File: src/rtl/capture_sequencer.sv
// Capture sequencer: gates the capture block's start/end strobes so capture
// only begins after the sensor is configured and exposure has settled.
// Handles N-frame snapshots and continuous capture, always ending on a frame
// boundary. It also watchdogs the frame-valid line and reports stalls.
module capture_sequencer #(
    parameter int SETTLE_FRAMES  = 10,
    parameter int TIMEOUT_CYCLES = 2000000
) (
    input  logic       iCLK,
    input  logic       iRST,
    input  logic       iCFG_DONE,
    input  logic       iFVAL,
    input  logic       iRUN,
    input  logic       iSNAP,
    input  logic [7:0] iSNAP_NUM,
    input  logic       iSTOP,
    output logic       oSTART,
    output logic       oEND,
    output logic       oBUSY,
    output logic [2:0] oSTATE,
    output logic       oTIMEOUT,
    output logic [7:0] oFRAMES_DONE
);

    typedef enum logic [2:0] {
        WAIT_CFG = 3'd0,
        SETTLE   = 3'd1,
        READY    = 3'd2,
        RUN      = 3'd3,
        DRAIN    = 3'd4,
        ERROR    = 3'd5
    } state_t;

    // The watchdog fires when the counter would reach TIMEOUT_CYCLES.
    localparam logic [23:0] WD_LAST    = 24'(TIMEOUT_CYCLES - 1);
    localparam logic [15:0] SETTLE_TGT = 16'(SETTLE_FRAMES);

    state_t      state_q,     state_d;
    logic        fval_q,      fval_d;
    logic [15:0] settle_q,    settle_d;
    logic [23:0] wd_q,        wd_d;
    logic [7:0]  frames_q,    frames_d;
    logic [7:0]  target_q,    target_d;
    logic        snap_mode_q, snap_mode_d;
    logic        in_frame_q,  in_frame_d;
    logic        start_q,     start_d;
    logic        end_q,       end_d;
    logic        busy_q,      busy_d;
    logic        timeout_q,   timeout_d;

    // Frame events from the one-cycle delayed frame-valid; VSYNC is low
    // during a frame, so a falling edge starts a frame.
    logic       frame_start;
    logic       frame_end;
    logic       fval_edge;
    logic       wd_active;
    logic       wd_expired;
    logic       in_capture;
    logic       req_snap;
    logic [7:0] frames_inc;

    assign frame_start = fval_q & ~iFVAL;
    assign frame_end   = ~fval_q & iFVAL;
    assign fval_edge   = fval_q ^ iFVAL;
    assign wd_active   = (state_q == SETTLE) || (state_q == RUN) || (state_q == DRAIN);
    assign wd_expired  = wd_active && !fval_edge && (wd_q == WD_LAST);
    assign in_capture  = (state_q == RUN) || (state_q == DRAIN);
    assign req_snap    = iSNAP && (iSNAP_NUM != 8'd0);
    assign frames_inc  = (frames_q == 8'hFF) ? frames_q : frames_q + 8'd1;

    // Next-state logic: config loss, then timeout, then stop, then frame
    // events, then new requests.
    always_comb begin
        state_d     = state_q;
        fval_d      = iFVAL;
        settle_d    = settle_q;
        frames_d    = frames_q;
        target_d    = target_q;
        snap_mode_d = snap_mode_q;
        in_frame_d  = in_frame_q;
        start_d     = 1'b0;
        end_d       = 1'b0;
        timeout_d   = timeout_q;

        if (state_q != WAIT_CFG && !iCFG_DONE) begin
            // Sensor lost its configuration: abandon whatever we were doing,
            // but close an open capture so the capture block sees an end.
            state_d = WAIT_CFG;
            end_d   = in_capture;
        end else if (wd_expired) begin
            state_d   = ERROR;
            timeout_d = 1'b1;
            end_d     = in_capture;
        end else begin
            case (state_q)
                WAIT_CFG: begin
                    if (iCFG_DONE) begin
                        state_d  = SETTLE;
                        settle_d = 16'd0;
                    end
                end
                SETTLE: begin
                    if (SETTLE_TGT == 16'd0) begin
                        state_d = READY;
                    end else if (frame_start) begin
                        if (settle_q + 16'd1 == SETTLE_TGT) begin
                            state_d = READY;
                        end else begin
                            settle_d = settle_q + 16'd1;
                        end
                    end
                end
                READY: begin
                    // A stop pulse in this cycle suppresses any request.
                    if (!iSTOP && (req_snap || iRUN)) begin
                        state_d     = RUN;
                        start_d     = 1'b1;
                        frames_d    = 8'd0;
                        in_frame_d  = 1'b0;
                        snap_mode_d = req_snap;
                        if (req_snap) begin
                            target_d = iSNAP_NUM;
                        end
                    end
                end
                RUN: begin
                    if (iSTOP || (!snap_mode_q && !iRUN)) begin
                        state_d = DRAIN;
                    end else if (frame_start) begin
                        in_frame_d = 1'b1;
                    end else if (frame_end && in_frame_q) begin
                        frames_d   = frames_inc;
                        in_frame_d = 1'b0;
                        if (snap_mode_q && frames_inc == target_q) begin
                            state_d = READY;
                            end_d   = 1'b1;
                        end
                    end
                end
                DRAIN: begin
                    if (!in_frame_q) begin
                        state_d = READY;
                        end_d   = 1'b1;
                    end else if (frame_end) begin
                        frames_d   = frames_inc;
                        in_frame_d = 1'b0;
                        state_d    = READY;
                        end_d      = 1'b1;
                    end
                end
                ERROR: begin
                    if (iSTOP) begin
                        state_d   = SETTLE;
                        settle_d  = 16'd0;
                        timeout_d = 1'b0;
                    end
                end
                default: begin
                    state_d = WAIT_CFG;
                end
            endcase
        end

        // Watchdog restarts on any frame-valid edge and on every state change.
        if (wd_active && state_d == state_q && !fval_edge) begin
            wd_d = wd_q + 24'd1;
        end else begin
            wd_d = 24'd0;
        end

        busy_d = (state_d == RUN) || (state_d == DRAIN);
    end

    // State and output registers.
    always_ff @(posedge iCLK or negedge iRST) begin
        if (!iRST) begin
            state_q     <= WAIT_CFG;
            fval_q      <= 1'b0;
            settle_q    <= 16'd0;
            wd_q        <= 24'd0;
            frames_q    <= 8'd0;
            target_q    <= 8'd0;
            snap_mode_q <= 1'b0;
            in_frame_q  <= 1'b0;
            start_q     <= 1'b0;
            end_q       <= 1'b0;
            busy_q      <= 1'b0;
            timeout_q   <= 1'b0;
        end else begin
            state_q     <= state_d;
            fval_q      <= fval_d;
            settle_q    <= settle_d;
            wd_q        <= wd_d;
            frames_q    <= frames_d;
            target_q    <= target_d;
            snap_mode_q <= snap_mode_d;
            in_frame_q  <= in_frame_d;
            start_q     <= start_d;
            end_q       <= end_d;
            busy_q      <= busy_d;
            timeout_q   <= timeout_d;
        end
    end

    assign oSTART       = start_q;
    assign oEND         = end_q;
    assign oBUSY        = busy_q;
    assign oSTATE       = state_q;
    assign oTIMEOUT     = timeout_q;
    assign oFRAMES_DONE = frames_q;

endmodule

File: config.mk
export PLATFORM = sky130hd
export DESIGN_NAME = capture_sequencer
export DESIGN_NICKNAME = d
export VERILOG_FILES = /design/src/rtl/capture_sequencer.sv
export SDC_FILE = /design/constraint.sdc
export NUM_CORES = 1
export LEC_CHECK = 0
export ABC_AREA = 1
export ABC_CLOCK_PERIOD_IN_PS = 2100
export CORE_ASPECT_RATIO = 1.5
export CORE_MARGIN = 1
export CORE_UTILIZATION = 58
export CTS_CLUSTER_DIAMETER = 60
export CTS_CLUSTER_SIZE = 20
export DETAILED_ROUTE_END_ITERATION = 7
export DONT_BUFFER_PORTS = 1
export PLACE_DENSITY = 0.88
export RECOVER_POWER = 25
export SYNTH_ARGS = -nofsm -noshare
export SYNTH_HDL_FRONTEND = slang
export SYNTH_SLANG_ARGS = --single-unit
File: constraint.sdc
create_clock -name iCLK -period 2.1 [get_ports iCLK]
set_input_delay 0.105 -clock iCLK [delete_from_list [all_inputs] [get_ports iCLK]]
set_output_delay 0.105 -clock iCLK [all_outputs]
set_load 0.01 [all_outputs]
# Word-level counts from Yosys, hierarchy flattened
# Cells that the tools add are included.
op_classes:
  add_sub_neg: 3
  eq_ne: 23
  muxes: 51
  n_bitwise: 7
  n_reduce_logical: 34
ops:
  columns: ["cell", "count"]
  rows:
  - ["2-to-1 mux 16 bit", 4]
  - ["2-to-1 mux 8 bit", 7]
  - ["one-hot mux 16 bit (3 select lines)", 1]
  - ["2-to-1 mux 3 bit", 13]
  - ["adder 24 x 1 -> 24 bit (second input constant)", 1]
  - ["equality test 24 x 21 -> 1 bit (second input constant)", 1]
  - ["2-to-1 mux 24 bit", 1]
  - ["one-hot mux 8 bit (3 select lines)", 1]
  - ["2-to-1 mux 1 bit", 21]
  - ["inequality test 2 bit (second input constant)", 9]
  - ["one-hot mux 3 bit (6 select lines)", 1]
  - ["adder 16 x 1 -> 16 bit (second input constant)", 1]
  - ["equality test 16 x 4 -> 1 bit (second input constant)", 1]
  - ["logical AND 1 bit", 10]
  - ["equality test 3 x 2 -> 1 bit (second input constant)", 3]
  - ["equality test 3 bit (second input constant)", 3]
  - ["AND reduction 9 bit", 1]
  - ["nonzero test 3 bit", 3]
  - ["adder 8 x 1 -> 8 bit (second input constant)", 1]
  - ["equality test 8 bit", 1]
  - ["equality test 8 bit (second input constant)", 1]
  - ["nonzero test 8 bit", 1]
  - ["AND reduction 7 bit", 1]
  - ["logical OR 1 bit", 6]
  - ["16 further kinds", 25]
totals:
  register_bits: 66
  input_bits: 15
  out_inout_bits: 15
  word_cells: 130

# Longest topological paths before layout
logic_depth:
  depth_word: 15
  depth_mapped: 18
  mapped_depth_nobuf: 17

# Least setup slack after synthesis
# No wires, ideal clock.
synth_timing:
  path_kind: "flip-flop to flip-flop"
  from: "reg frames_q[1], in the netlist oFRAMES_DONE[1]"
  to: "reg wd_q[4]"
  setup_ns: 0.122
  arrival_time_ns: 2.171
  required_time_ns: 1.978
  slack_ns: -0.193
  path_stages_with_launch: 19
  path_buffers: 2
  period_less_slack_ns: 2.293
  path_cell_list: "dfrtp_1 > ha_1 > nand2_1 > nor2_2 > nand2_2 > buf_6 > nand2_1 > nand3_1 > nand2_1 > nand3_1 > nor2_1 > nand3_1 > nand2_1 > nand3_2 > nand2_2 > nand2_2 > nand2_4 > buf_12 > nor3_2"
synth_via:
  elab_chain_len: 15
  elab_cells_between_ends: 16
  classes_between: "add/sub (1); eq/ne (3); mux (9); reduce/logical (3)"
synth_rtl:
  columns: ["item", "line", "text"]
  rows:
  - ["start, declared", "42", "logic [7:0] frames_q, frames_d;"]
  - ["start signal, assigned", "194", "frames_q <= frames_d;"]
  - ["adder 8 x 1 -> 8 bit / equality test 8 bit (equally long branches)", "69", "assign frames_inc = (frames_q == 8'hFF) ? frames_q : frames_q + 8'd1;"]
  - ["2-to-1 mux 8 bit (*)", "69", null]
  - ["equality test 8 bit (*)", "134", "if (snap_mode_q && frames_inc == target_q) begin"]
  - ["logical AND 1 bit (*)", "134", null]
  - ["2-to-1 mux 3 bit (*)", "134", null]
  - ["2-to-1 mux 3 bit (*)", "131", "end else if (frame_end && in_frame_q) begin"]
  - ["2-to-1 mux 3 bit (*)", "129", "end else if (frame_start) begin"]
  - ["2-to-1 mux 3 bit (*)", "127", "if (iSTOP || (!snap_mode_q && !iRUN)) begin"]
  - ["one-hot mux 3 bit (6 select lines) (*)", "95", "case (state_q)"]
  - ["2-to-1 mux 3 bit (*)", "90", "end else if (wd_expired) begin"]
  - ["2-to-1 mux 3 bit (*)", "85", "if (state_q != WAIT_CFG && !iCFG_DONE) begin"]
  - ["equality test 3 bit (*)", "165", "if (wd_active && state_d == state_q && !fval_edge) begin"]
  - ["logical AND 1 bit (*) (2 in series)", "165", null]
  - ["2-to-1 mux 24 bit (*)", "165", null]
  - ["named net wd_d[4]", "41", "logic [23:0] wd_q, wd_d;"]
  - ["end signal, assigned", "193", "wd_q <= wd_d;"]
  - ["end, declared", "41", null]
# The timed path passes the listed nets; every way through them passes the cells marked *.
# A chain may end at the register's enable or synchronous reset.

# Worst setup path in the final report
layout_timing:
  from: "reg frames_q[0], in the netlist oFRAMES_DONE[0]"
  to: "reg wd_q[2]"
# The elaborated chain is that of the path after synthesis.

==> impl_metrics.ini <==
[routing]
drc = 0
routed_wl_um = 13700
viasPerCell = 6.12
postRouteAntennaNets = 0
firstDrtPassIters = 5
drt_iter0_drc = 509
num_vias = 4648
wl_per_cell_um = 18.1

[synth]
synth_seq_area_share_pct = 38.7
synth_warnings = 0
syn_area_per_cell_um2 = 7.55
synth-seq-cells = 66
synth_cell_types = 35
syn_inst = 565
synthesis.nets = 586
syn_area_um2 = 4270

[cts]
clkTransAtPathRegs_ns = 0.08
numCtsBuffers = 9
cts_tree = built
cts_sinks = 66
cts_htree_levels = 3
clock_latency_ns = 0.37
cts_root_buf = clkbuf_8
clockBufferDepth = 2

[finish]
final_common_cell = nand2_1
final_core_util_pct = 78.3
fillers = 381
regArea_um2 = 1660
multiInputGateArea_um2 = 2380
syn_to_final_growth_pct = 28.3
diodes = 0
layout.nets = 679
drive_gt1_share_pct = 28.4
final_cell_mix = 113 x nand2_1, 73 x buf_4, 72 x inv_1, 63 x dfrtp_1, 52 x nor2_1

[power_and_ir_drop]
intPower_mw = 3.30
p_switching_mw = 2.51
fin_total_pwr_mw = 5.81
switching_share_pct = 43.2
p_leak_nw = 2.48
clockPowerShare_pct = 17.7
ir_drop_mv = 0.744
pwr_density_cell_nw_per_um2 = 1060
combPwrFrac_pct = 51.9
p_seq_share_pct = 30.3

[worst_setup_path]
r2r_cells = 18
startpoint_type = flop
crit_required_ns = 2.34
end_kind = flop
path_class = reg -> reg
cpMostUsedCell = nand2_2
r2r_end = wd_q[2]
arrival_ns = 2.72
cpPeakStageDelay_ns = 0.40
worstPathMaxFanout = 14
cpMaxStageDelayCell = dfrtp_2
r2r-start = oFRAMES_DONE[0]
cp_cell_sequence = buf_4 > buf_4 > nand4_1 > nand2_2 > nand2_2 > nand2_1 > nand2_1 > inv_1 > nand3_1 > nor2_2 > nand3_1 > nand2_1 > nand3_2 > nand2_2 > nand2_2 > nand2_4 > buf_12 > nor3_2
crit_family = simple AND/OR/NAND/NOR gates
cp_num_buf_inv = 4
rrSetupSlack_ns = -0.37

[timing]
min_period_over_period_pct = 118
tns_ns = -10.44
setup_viol = 46
worst_slack_ns = -0.371
fin_worst_skew_ns = 0.0144
tightest_slew_ns = 1.66
hold_viol_final = 0
fmax_mhz = 405
grt_setup_unrepaired = true
min_period_ns = 2.47
drv_slew = 67
relSlewSlack_pct = -10.4

[global_routing]
grt_pass1_vias = 4693
grt_pass1_wl_um = 21300
grt_use_total_pct = 36.4
overflow = 0
antenna_found_initial = 0
grt_max_degree = 67

[floorplanning]
core_area_um2 = 6990
die-area_um2 = 7710
start_util_pct = 61.0
die_height_um = 107
fp-row-count = 37
die_width_um = 72.0
ios = 30

[placement]
post-place-ws_ns = -0.262
dp_hpwl_um = 8040
gp_congestion = 0.938
portBuffers = 0

[run]
drv_cap = 1

[min_path]
min_to = oSTATE[2]
min_path_type = in -> reg
hold_path_depth = 3
min_from = iSTOP

[outcome]
violations = max-capacitance violations, max-slew violations, negative setup slack
status = finished, violations left
-- worst register-to-register path: cells and delay by family (launching register included) --
family / cells / cell delay (ns)
and+or+nand+nor: 14 / 1.44
DFF: 1 / 0.40
buffers and inverters: 4 / 0.49
-- area by class of cell --
type,count,area share (%)
Tap cell,97,2.22
Inverter,78,5.40
Multi-Input combinational cell,409,43.6
Clock inverter,2,0.229
Clock buffer,13,3.09
Timing Repair inverter,1,0.137
Timing Repair Buffer,93,15.1
Sequential cell,66,30.3
-- routing by layer --
layer / track usage, % / part of all wire, % / vias to the layer above
met5: 0 / 0 / -
met4: 26.5 / 8.3 / 0
met3: 9.02 / 6.8 / 131
met2: 65.0 / 53 / 302
met1: 35.5 / 32 / 2181
li1: - / - / 2034
-- registers in the layout, indices dropped and copies added, names as in the netlist --
name and count:
wd_q 24, settle_q 16, oFRAMES_DONE 8, target_q 8
oSTATE 3, fval_q 1, in_frame_q 1, oBUSY 1
oEND 1, oSTART 1, oTIMEOUT 1, snap_mode_q 1
-- worst max path at each step --
stage | from | end | slack, ns | depth (start not counted)
6_report | oFRAMES_DONE[0] | wd_q[2] | -0.37 | 18
5_1_grt | settle_q[0] | wd_q[2] | -0.46 | 16
4_1_cts | settle_q[1] | wd_q[14] | -0.28 | 16
3_5_place_dp | settle_q[0] | wd_q[9] | -0.26 | 16
3_3_place_gp | wd_q[0] | wd_q[4] | -0.14 | 12
2_1_floorplan | settle_q[0] | wd_q[4] | -0.06 | 17
-- power by group through the flow --
stage / Combinational (mW) / Sequential (mW) / Clock (mW)
after floorplan: 1.50 / 1.77 / 0
after global placement: 2.29 / 1.75 / 0
after detailed placement: 2.39 / 1.76 / 0
after CTS: 2.72 / 1.74 / 1.02
after global routing: 3.20 / 1.78 / 1.07
final: 3.02 / 1.76 / 1.03
-- what timing repair did --
item / CTS / global route
hold endpoints to repair: 77 / 0
resized for setup: 26 / 32
pin swaps: 4 / 11
hold buffers: 12 / 0
endpoints found under the setup margin: 49 / 53
buffers inserted: 10 / 3
gates cloned: 1 / 2
-- Yosys cell counts (all sizes together) --
master,count,share of area (%)
xnor2,7,1.4
and2,1,0.15
xor2,17,3.5
nand2b,1,0.15
a31oi,2,0.29
nand2,134,13
clkbuf,4,0.35
ha,6,1.8
nor4,1,0.15
nand3,61,7.9
inv,78,6.9
buf,8,2.1
a21oi,6,0.79
o22ai,6,0.88
dfrtp,66,39
o21bai,1,0.18
o31ai,2,0.35
nor3,34,6.6
nand4,23,3.4
o211ai,1,0.29
o21ai,37,4.3
nor3b,2,0.35
nor2,67,7.0
-- metrics by stage --
step / cell area [um^2] / instances / hold WS (ns)
after floorplan: 4280 / 565 / -0.191
final: 5470 / 759 / 0.0559
after detailed placement: 4850 / 716 / -0.189
after CTS: 5340 / 754 / 0.0314
after global placement: 4850 / 716 / -0.189
after global routing: 5470 / 759 / 0.0684
-- logic make-up (layout without fill, tap and decap cells) --
kind of cell | count (synthesis) | in the layout | synth area share, %
buffers and inverters | 90 | 187 | 9.30
and+or+nand+nor | 324 | 324 | 38.2
xor gates and xnor gates | 24 | 24 | 4.93
adders and majority gates | 6 | 6 | 1.76
DFF | 66 | 66 | 38.7
AOI/OAI and AO/OA | 55 | 55 | 7.13
(Power assumes the default switching activity.)
